File: src/rtl/poker_frame_rx_param_pkg.sv
// Shared protocol constants and types for the poker link frame parser.
// Header/subtype bytes, error codes and FSM encodings are also used by the TX-side framer.
package poker_frame_rx_param_pkg;

  localparam logic [7:0] HDR_PASS   = 8'hF0;
  localparam logic [7:0] HDR_DEAL   = 8'hF1;
  localparam logic [7:0] HDR_PLAY   = 8'hF2;

  localparam logic [7:0] SUB_FIRST  = 8'hFA;
  localparam logic [7:0] SUB_SECOND = 8'hFB;
  localparam logic [7:0] SUB_PLAY1  = 8'h01;
  localparam logic [7:0] SUB_PLAY2  = 8'h02;
  localparam logic [7:0] SUB_PASS   = 8'hF0;

  localparam logic [1:0] ERR_NONE    = 2'b00;
  localparam logic [1:0] ERR_SUBTYPE = 2'b01;
  localparam logic [1:0] ERR_LENGTH  = 2'b10;
  localparam logic [1:0] ERR_TIMEOUT = 2'b11;

  typedef enum logic [2:0] {
    ST_IDLE = 3'd0,
    ST_SUB  = 3'd1,
    ST_LEN  = 3'd2,
    ST_DATA = 3'd3,
    ST_PASS = 3'd4
  } rx_state_t;

  typedef enum logic [1:0] {
    FT_PASS = 2'd0,
    FT_DEAL = 2'd1,
    FT_PLAY = 2'd2
  } frame_t;

  // Rank 2 and ace sort above king on the compare side, so they are moved to the top codes.
  function automatic logic [3:0] map_rank(input logic [3:0] rank);
    case (rank)
      4'h2:    return 4'hF;
      4'h1:    return 4'hE;
      default: return rank;
    endcase
  endfunction

endpackage

File: src/rtl/poker_frame_rx_param_card_rank_map.sv
// Combinational card rank remap: high nibble 2->F, 1->E, other ranks and the suit nibble pass through.
module card_rank_map
  import poker_frame_rx_param_pkg::*;
(
  input  logic [7:0] card_in,
  output logic [7:0] card_out
);

  assign card_out = {map_rank(card_in[7:4]), card_in[3:0]};

endmodule

File: src/rtl/poker_frame_rx_param.sv
// UART-side frame parser for the poker link: decodes deal, opponent-play and opponent-pass frames
// into atomically updated card vectors, with length checking and an inter-byte timeout.
//
// state | meaning
// IDLE  | waiting for a header byte F0/F1/F2, anything else ignored
// SUB   | header seen, checking the subtype byte
// LEN   | checking the card count byte (1..MAX_CARDS)
// DATA  | collecting cards into the shadow buffer, commit on the last one
// PASS  | pass frame, the trailing byte completes it
module poker_frame_rx_param
  import poker_frame_rx_param_pkg::*;
#(
  parameter int MAX_CARDS   = 20,
  parameter int TIMEOUT_CYC = 1_000_000,
  parameter bit MAP_RANKS   = 1'b1,
  localparam int CW = $clog2(MAX_CARDS + 1)
) (
  input  logic                   sys_clk,
  input  logic                   sys_rst,
  input  logic [7:0]             rx_data,
  input  logic                   rx_valid,
  output logic [8*MAX_CARDS-1:0] hand_cards,
  output logic [CW-1:0]          hand_cnt,
  output logic                   hand_valid,
  output logic                   first_out,
  output logic [8*MAX_CARDS-1:0] play_cards,
  output logic [CW-1:0]          play_cnt,
  output logic                   play_valid,
  output logic                   pass_valid,
  output logic                   frame_err,
  output logic [1:0]             err_code
);

  localparam int TW = (TIMEOUT_CYC > 2) ? $clog2(TIMEOUT_CYC) : 1;
  localparam logic [TW-1:0] TMO_LOAD = TW'(TIMEOUT_CYC - 1);
  localparam logic [7:0]    MAX_LEN  = 8'(MAX_CARDS);

  rx_state_t state_q, state_d;
  frame_t    ftype_q, hdr_type;
  logic      first_pend_q;
  logic [CW-1:0] len_q, idx_q;
  logic [TW-1:0] tmo_q;
  logic [MAX_CARDS-1:0][7:0] shadow_q;
  logic [MAX_CARDS-1:0][7:0] commit_cards;

  logic       tmo_hit, hdr_ok, sub_ok, len_ok, store, commit, pass_hit, err_hit;
  logic [1:0] err_d;
  logic [7:0] mapped_byte, card_byte;

  card_rank_map u_rank_map (
    .card_in  (rx_data),
    .card_out (mapped_byte)
  );

  assign card_byte = MAP_RANKS ? mapped_byte : rx_data;

  always_comb begin
    case (rx_data)
      HDR_DEAL: hdr_type = FT_DEAL;
      HDR_PLAY: hdr_type = FT_PLAY;
      default:  hdr_type = FT_PASS;
    endcase
  end

  always_ff @(posedge sys_clk or posedge sys_rst) begin
    if (sys_rst) begin
      state_q <= ST_IDLE;
    end else begin
      state_q <= state_d;
    end
  end

  // Timeout is checked ahead of rx_valid so an expiring frame drops the byte in the same cycle.
  always_comb begin
    state_d  = state_q;
    hdr_ok   = 1'b0;
    sub_ok   = 1'b0;
    len_ok   = 1'b0;
    store    = 1'b0;
    commit   = 1'b0;
    pass_hit = 1'b0;
    err_hit  = 1'b0;
    err_d    = ERR_NONE;
    tmo_hit  = (state_q != ST_IDLE) && (tmo_q == '0);

    if (tmo_hit) begin
      err_hit = 1'b1;
      err_d   = ERR_TIMEOUT;
      state_d = ST_IDLE;
    end else if (rx_valid) begin
      case (state_q)
        ST_IDLE: begin
          if (rx_data == HDR_PASS || rx_data == HDR_DEAL || rx_data == HDR_PLAY) begin
            hdr_ok  = 1'b1;
            state_d = ST_SUB;
          end
        end
        ST_SUB: begin
          case (ftype_q)
            FT_DEAL: sub_ok = (rx_data == SUB_FIRST) || (rx_data == SUB_SECOND);
            FT_PLAY: sub_ok = (rx_data == SUB_PLAY1) || (rx_data == SUB_PLAY2);
            default: sub_ok = (rx_data == SUB_PASS);
          endcase
          if (sub_ok) begin
            state_d = (ftype_q == FT_PASS) ? ST_PASS : ST_LEN;
          end else begin
            err_hit = 1'b1;
            err_d   = ERR_SUBTYPE;
            state_d = ST_IDLE;
          end
        end
        ST_LEN: begin
          if (rx_data != 8'h00 && rx_data <= MAX_LEN) begin
            len_ok  = 1'b1;
            state_d = ST_DATA;
          end else begin
            err_hit = 1'b1;
            err_d   = ERR_LENGTH;
            state_d = ST_IDLE;
          end
        end
        ST_DATA: begin
          store = 1'b1;
          if (idx_q == len_q - CW'(1)) begin
            commit  = 1'b1;
            state_d = ST_IDLE;
          end
        end
        ST_PASS: begin
          pass_hit = 1'b1;
          state_d  = ST_IDLE;
        end
        default: state_d = ST_IDLE;
      endcase
    end
  end

  // Final card comes straight from the input; stale shadow slots beyond LEN are zeroed.
  always_comb begin
    for (int i = 0; i < MAX_CARDS; i++) begin
      if (CW'(i) == idx_q) begin
        commit_cards[i] = card_byte;
      end else if (CW'(i) < len_q) begin
        commit_cards[i] = shadow_q[i];
      end else begin
        commit_cards[i] = 8'h00;
      end
    end
  end

  always_ff @(posedge sys_clk or posedge sys_rst) begin
    if (sys_rst) begin
      ftype_q      <= FT_PASS;
      first_pend_q <= 1'b0;
      len_q        <= '0;
      idx_q        <= '0;
      tmo_q        <= TMO_LOAD;
      shadow_q     <= '0;
      hand_cards   <= '0;
      hand_cnt     <= '0;
      hand_valid   <= 1'b0;
      first_out    <= 1'b0;
      play_cards   <= '0;
      play_cnt     <= '0;
      play_valid   <= 1'b0;
      pass_valid   <= 1'b0;
      frame_err    <= 1'b0;
      err_code     <= ERR_NONE;
    end else begin
      hand_valid <= 1'b0;
      play_valid <= 1'b0;
      pass_valid <= pass_hit;
      frame_err  <= err_hit;

      if (state_q == ST_IDLE || rx_valid) begin
        tmo_q <= TMO_LOAD;
      end else if (tmo_q != '0) begin
        tmo_q <= tmo_q - TW'(1);
      end

      if (hdr_ok) begin
        ftype_q <= hdr_type;
      end
      if (sub_ok && ftype_q == FT_DEAL) begin
        first_pend_q <= (rx_data == SUB_FIRST);
      end
      if (len_ok) begin
        len_q <= rx_data[CW-1:0];
        idx_q <= '0;
      end
      if (store) begin
        idx_q <= idx_q + CW'(1);
        for (int i = 0; i < MAX_CARDS; i++) begin
          if (CW'(i) == idx_q) begin
            shadow_q[i] <= card_byte;
          end
        end
      end

      if (commit) begin
        if (ftype_q == FT_DEAL) begin
          hand_cards <= commit_cards;
          hand_cnt   <= len_q;
          first_out  <= first_pend_q;
          hand_valid <= 1'b1;
        end else begin
          play_cards <= commit_cards;
          play_cnt   <= len_q;
          play_valid <= 1'b1;
        end
      end

      if (err_hit) begin
        err_code <= err_d;
      end
    end
  end

endmodule

File: config.mk
export PLATFORM = sky130hd
export DESIGN_NAME = poker_frame_rx_param
export DESIGN_NICKNAME = d
export VERILOG_FILES = /design/src/rtl/poker_frame_rx_param_pkg.sv /design/src/rtl/poker_frame_rx_param_card_rank_map.sv /design/src/rtl/poker_frame_rx_param.sv
export SDC_FILE = /design/constraint.sdc
export NUM_CORES = 1
export LEC_CHECK = 0
export ABC_CLOCK_PERIOD_IN_PS = 22700
export CAP_MARGIN = 20
export CORE_MARGIN = 4
export CORE_UTILIZATION = 54
export CTS_CLUSTER_SIZE = 14
export DETAILED_ROUTE_END_ITERATION = 12
export GPL_TIMING_DRIVEN = 0
export PLACE_DENSITY = 0.83
export RECOVER_POWER = 50
export SYNTH_ARGS = -nofsm -noshare
export SYNTH_HDL_FRONTEND = slang
export SYNTH_SLANG_ARGS = --single-unit
File: constraint.sdc
create_clock -name sys_clk -period 22.7 [get_ports sys_clk]
set_input_delay 2.27 -clock sys_clk [delete_from_list [all_inputs] [get_ports sys_clk]]
set_output_delay 2.27 -clock sys_clk [all_outputs]
set_load 0.03 [all_outputs]
==> out/qor.yml <==
area_growth_pct: 26.1
path_clk_slew_ns: 0.06
antenna_found_initial: 3
yosys_warnings: 0
final.min_clock_period_ns: 11.34
start_util: 0.546
cts_sinks: 533
min_to: "play_cards[66]$_DFFE_PP0P_"
drc_errors: 0
root_buffer: "clkbuf_16"
outcome: "finished with violations"
viasPerCell: 5.98
wl_per_cell_um: 24.4
io_buffers: 343
maxCapViolations: 5
dieArea_um2: 45700
violations: "capacitance limit, slew limit"
rr_endpoint: "hand_cards[134]$_DFFE_PP0P_"
grt_util_all_layers: 0.289
cts.path.max_buffers: 3
worst_r2r_path_depth: 10
crit_path_max_fanout: 91
finClkSkew_ns: 0.0206
hp-start: "play_cards[66]$_DFFE_PP0P_"
grt_setup_unrepaired: "no"
finalHoldViolCount: 0
tns_ns: 0
synth_cells: 1740
worst_path_max_delay_cell: "clkbuf_1"
hp-class: "register to register"
cp.required_ns: 22.28
grt_pass1_vias: 16800
setup_viol: 0
coreArea_um2: 41900
cts_buffers: 55
max_stage_delay_ns: 3.45
cts_tree: "done"
die_w_um: 214
r2r_start: "len_q[1]$_DFFE_PP0P_"
path_class: "input pin to asynchronous set/reset pin"
gp_congestion: 0.942
ys_seq_area_frac: 0.584
p_per_area_nw_per_um2: 67.4
leakage_uw: 0.0141
ys_ff_latch: 533
worstHoldPathCells: 1
crit_top_cell: "clkbuf_1"
ys_types: 61
drive_above_1_share: 0.207
nets: 2173
std_cell_rows: 75
htreeDepth: 2
clk_latency_ns: 0.60
cts_setup_buffers: 0
slew_headroom: -2.64
io_pins: 348
drtPass1Iterations: 5
hold_buffers: 0
max_clock_freq_ghz: 0.0882
ys.flop_type: "dfrtp_1"
path_buf_inv: 4
grt_overflow: 0
grt_max_degree: 122
final_antenna_net_count: 0
setup.worst_path.start_class: "input pin"
drv_slew: 422
avgSynthCellArea_um2: 13.1
crit_family: "buffers and inverters"
irDropWorstVdd_mv: 0.0558
synthArstFlopShare: 1.00
ctsResizeCount: 0
post-dp-hpwl_um: 47500
die_h_um: 214
cp-startpoint: "sys_rst"
wirelength_um: 66700
num_vias: 16300
power_uw: 1940
post-route-period-util: 0.499
syn_area_um2: 22900
cp_data_arrival_time_ns: 10.92
grt_pass1_wl_um: 101000
end_kind: "asynchronous set/reset pin"
drtIter0Drc: 1434
worstMarginPinSlew_ns: 5.46
syn-num-nets: 1763
cp_cell_sequence: "dlygate4sd3_1 -> clkinvlp_2 -> clkbuf_1 -> clkbuf_1"
r2r_setup_slack_ns: 18.86
synth_edf_count: 0
cells by family after synthesis:
family | Yosys count | share of synthesized area
DFF | 533 | 0.584
muxes | 420 | 0.207
AOI/OAI and AO/OA | 317 | 0.100
and+or+nand+nor | 292 | 0.0611
buffers and inverters | 143 | 0.0315
xor gates and xnor gates | 23 | 0.00941
adders and majority gates | 12 | 0.00657
power by group:
group	switching (µW)	internal, µW
Combinational	64.4	16.9
Sequential	2.52	954
Clock	373	533
Total	440	1500
layer usage:
metal  vias up  wire (µm)  part of all wire  global-route usage
met5         -         23           0.00034                   0
met2       681      32900              0.49               0.477
li1       7109          -                 -                   -
met1      8400      26700              0.40               0.386
met4         4       2170             0.032              0.0918
met3       138       4910             0.074              0.0635
final cells by class:
type / count / area, µm²
buffer: 131 / 668
timing repair buffer: 353 / 3510
fill: 2898 / 13000
sequential: 533 / 13400
antenna: 1 / 2.50
inverter: 12 / 46.3
tap: 539 / 674
clock buffer: 73 / 1540
clock inverter: 25 / 264
multi-input combinational: 1064 / 8770
synth_stat cells (7+ instances only):
| library cell | count | area share |
|---|---|---|
| nor3_1 | 11 | 0.0024 |
| xnor2_1 | 7 | 0.0027 |
| nor3_2 | 7 | 0.0031 |
| nand3_1 | 25 | 0.0055 |
| o21ai_0 | 106 | 0.023 |
| dfrtp_1 | 521 | 0.57 |
| mux2_2 | 262 | 0.13 |
| nand4_1 | 11 | 0.0030 |
| dfstp_2 | 12 | 0.014 |
| o211ai_2 | 10 | 0.0055 |
| mux2_1 | 156 | 0.077 |
| nand2_1 | 139 | 0.023 |
| a22o_1 | 137 | 0.052 |
| ha_1 | 12 | 0.0066 |
| buf_2 | 33 | 0.0072 |
| nand2b_1 | 9 | 0.0025 |
| a21oi_1 | 17 | 0.0037 |
| xor2_1 | 15 | 0.0057 |
| buf_4 | 30 | 0.0099 |
| and3_1 | 7 | 0.0019 |
| clkbuf_1 | 63 | 0.010 |
| o211ai_1 | 12 | 0.0039 |
| nor2_1 | 45 | 0.0074 |
| inv_1 | 12 | 0.0020 |
cell usage in the layout (no fill, tap or decap), types with 5 or more instances in the layout:
| cell | instances |
|---|---|
| o211ai_1 | 16 |
| nor3_1 | 11 |
| a21oi_1 | 17 |
| clkbuf_8 | 10 |
| xnor2_1 | 7 |
| o211ai_2 | 6 |
| o21ai_0 | 106 |
| inv_1 | 11 |
| ha_1 | 12 |
| bufinv_16 | 5 |
| nand4_1 | 11 |
| clkdlybuf4s50_1 | 226 |
| clkinv_2 | 16 |
| a31oi_1 | 6 |
| clkbuf_16 | 55 |
| and3_1 | 7 |
| mux2_1 | 156 |
| a22o_1 | 137 |
| dlygate4sd3_1 | 117 |
| buf_2 | 28 |
| nand2b_1 | 9 |
| or2_2 | 6 |
| clkbuf_1 | 81 |
| nand2_1 | 139 |
| xor2_1 | 15 |
| nor2_1 | 45 |
| buf_6 | 5 |
| nor3_2 | 7 |
| dfstp_2 | 12 |
| mux2_2 | 262 |
| buf_4 | 31 |
| nor4_1 | 5 |
| dfrtp_1 | 521 |
| nand3_1 | 25 |
through the flow:
stage	hold slack [ns]	util	cell area, µm²	cells	setup slack [ns]
floorplan	0.449	-	22900	1740	5.55
global placement	0.461	0.644	27000	2622	0.502
detailed placement	0.470	0.648	27100	2630	17.42
CTS	0.484	0.692	28900	2728	18.03
global route	0.494	0.689	28800	2730	9.48
finish	0.476	0.689	28800	2731	11.36
how the worst max path moves through the flow:
stage | to | slack, ns | cells after the start
2_1_floorplan | err_code[0]$_DFFE_PP0P_ | 5.55 | 1
3_5_place_dp | hand_cards[131]$_DFFE_PP0P_ | 17.42 | 9
6_report | hand_cards[65]$_DFFE_PP0P_ | 11.36 | 4
3_3_place_gp | hand_valid$_DFF_PP0_ | 0.50 | 2
4_1_cts | hand_cards[134]$_DFFE_PP0P_ | 18.03 | 9
5_1_grt | play_cards[65]$_DFFE_PP0P_ | 9.48 | 4
state kept, by name, indices dropped and copies added (netlist names), 2 cells and up:
signal      cells
err_code        2
ftype_q         2
hand_cards    160
hand_cnt        5
idx_q           5
len_q           5
play_cards    160
play_cnt        5
shadow_q      160
state_q         3
tmo_q          20
worst register-to-register path, delay by kind of cell, from the launching register on:
kind            cells  cell delay (ns)
buf+inv             4             1.30
simple gates        2             0.97
mux                 1             0.38
flops               1             0.36
fa+ha+maj           1             0.33
compound gates      1             0.26
xor+xnor            1             0.13
No activity file was read; power rests on OpenSTA's default activity.
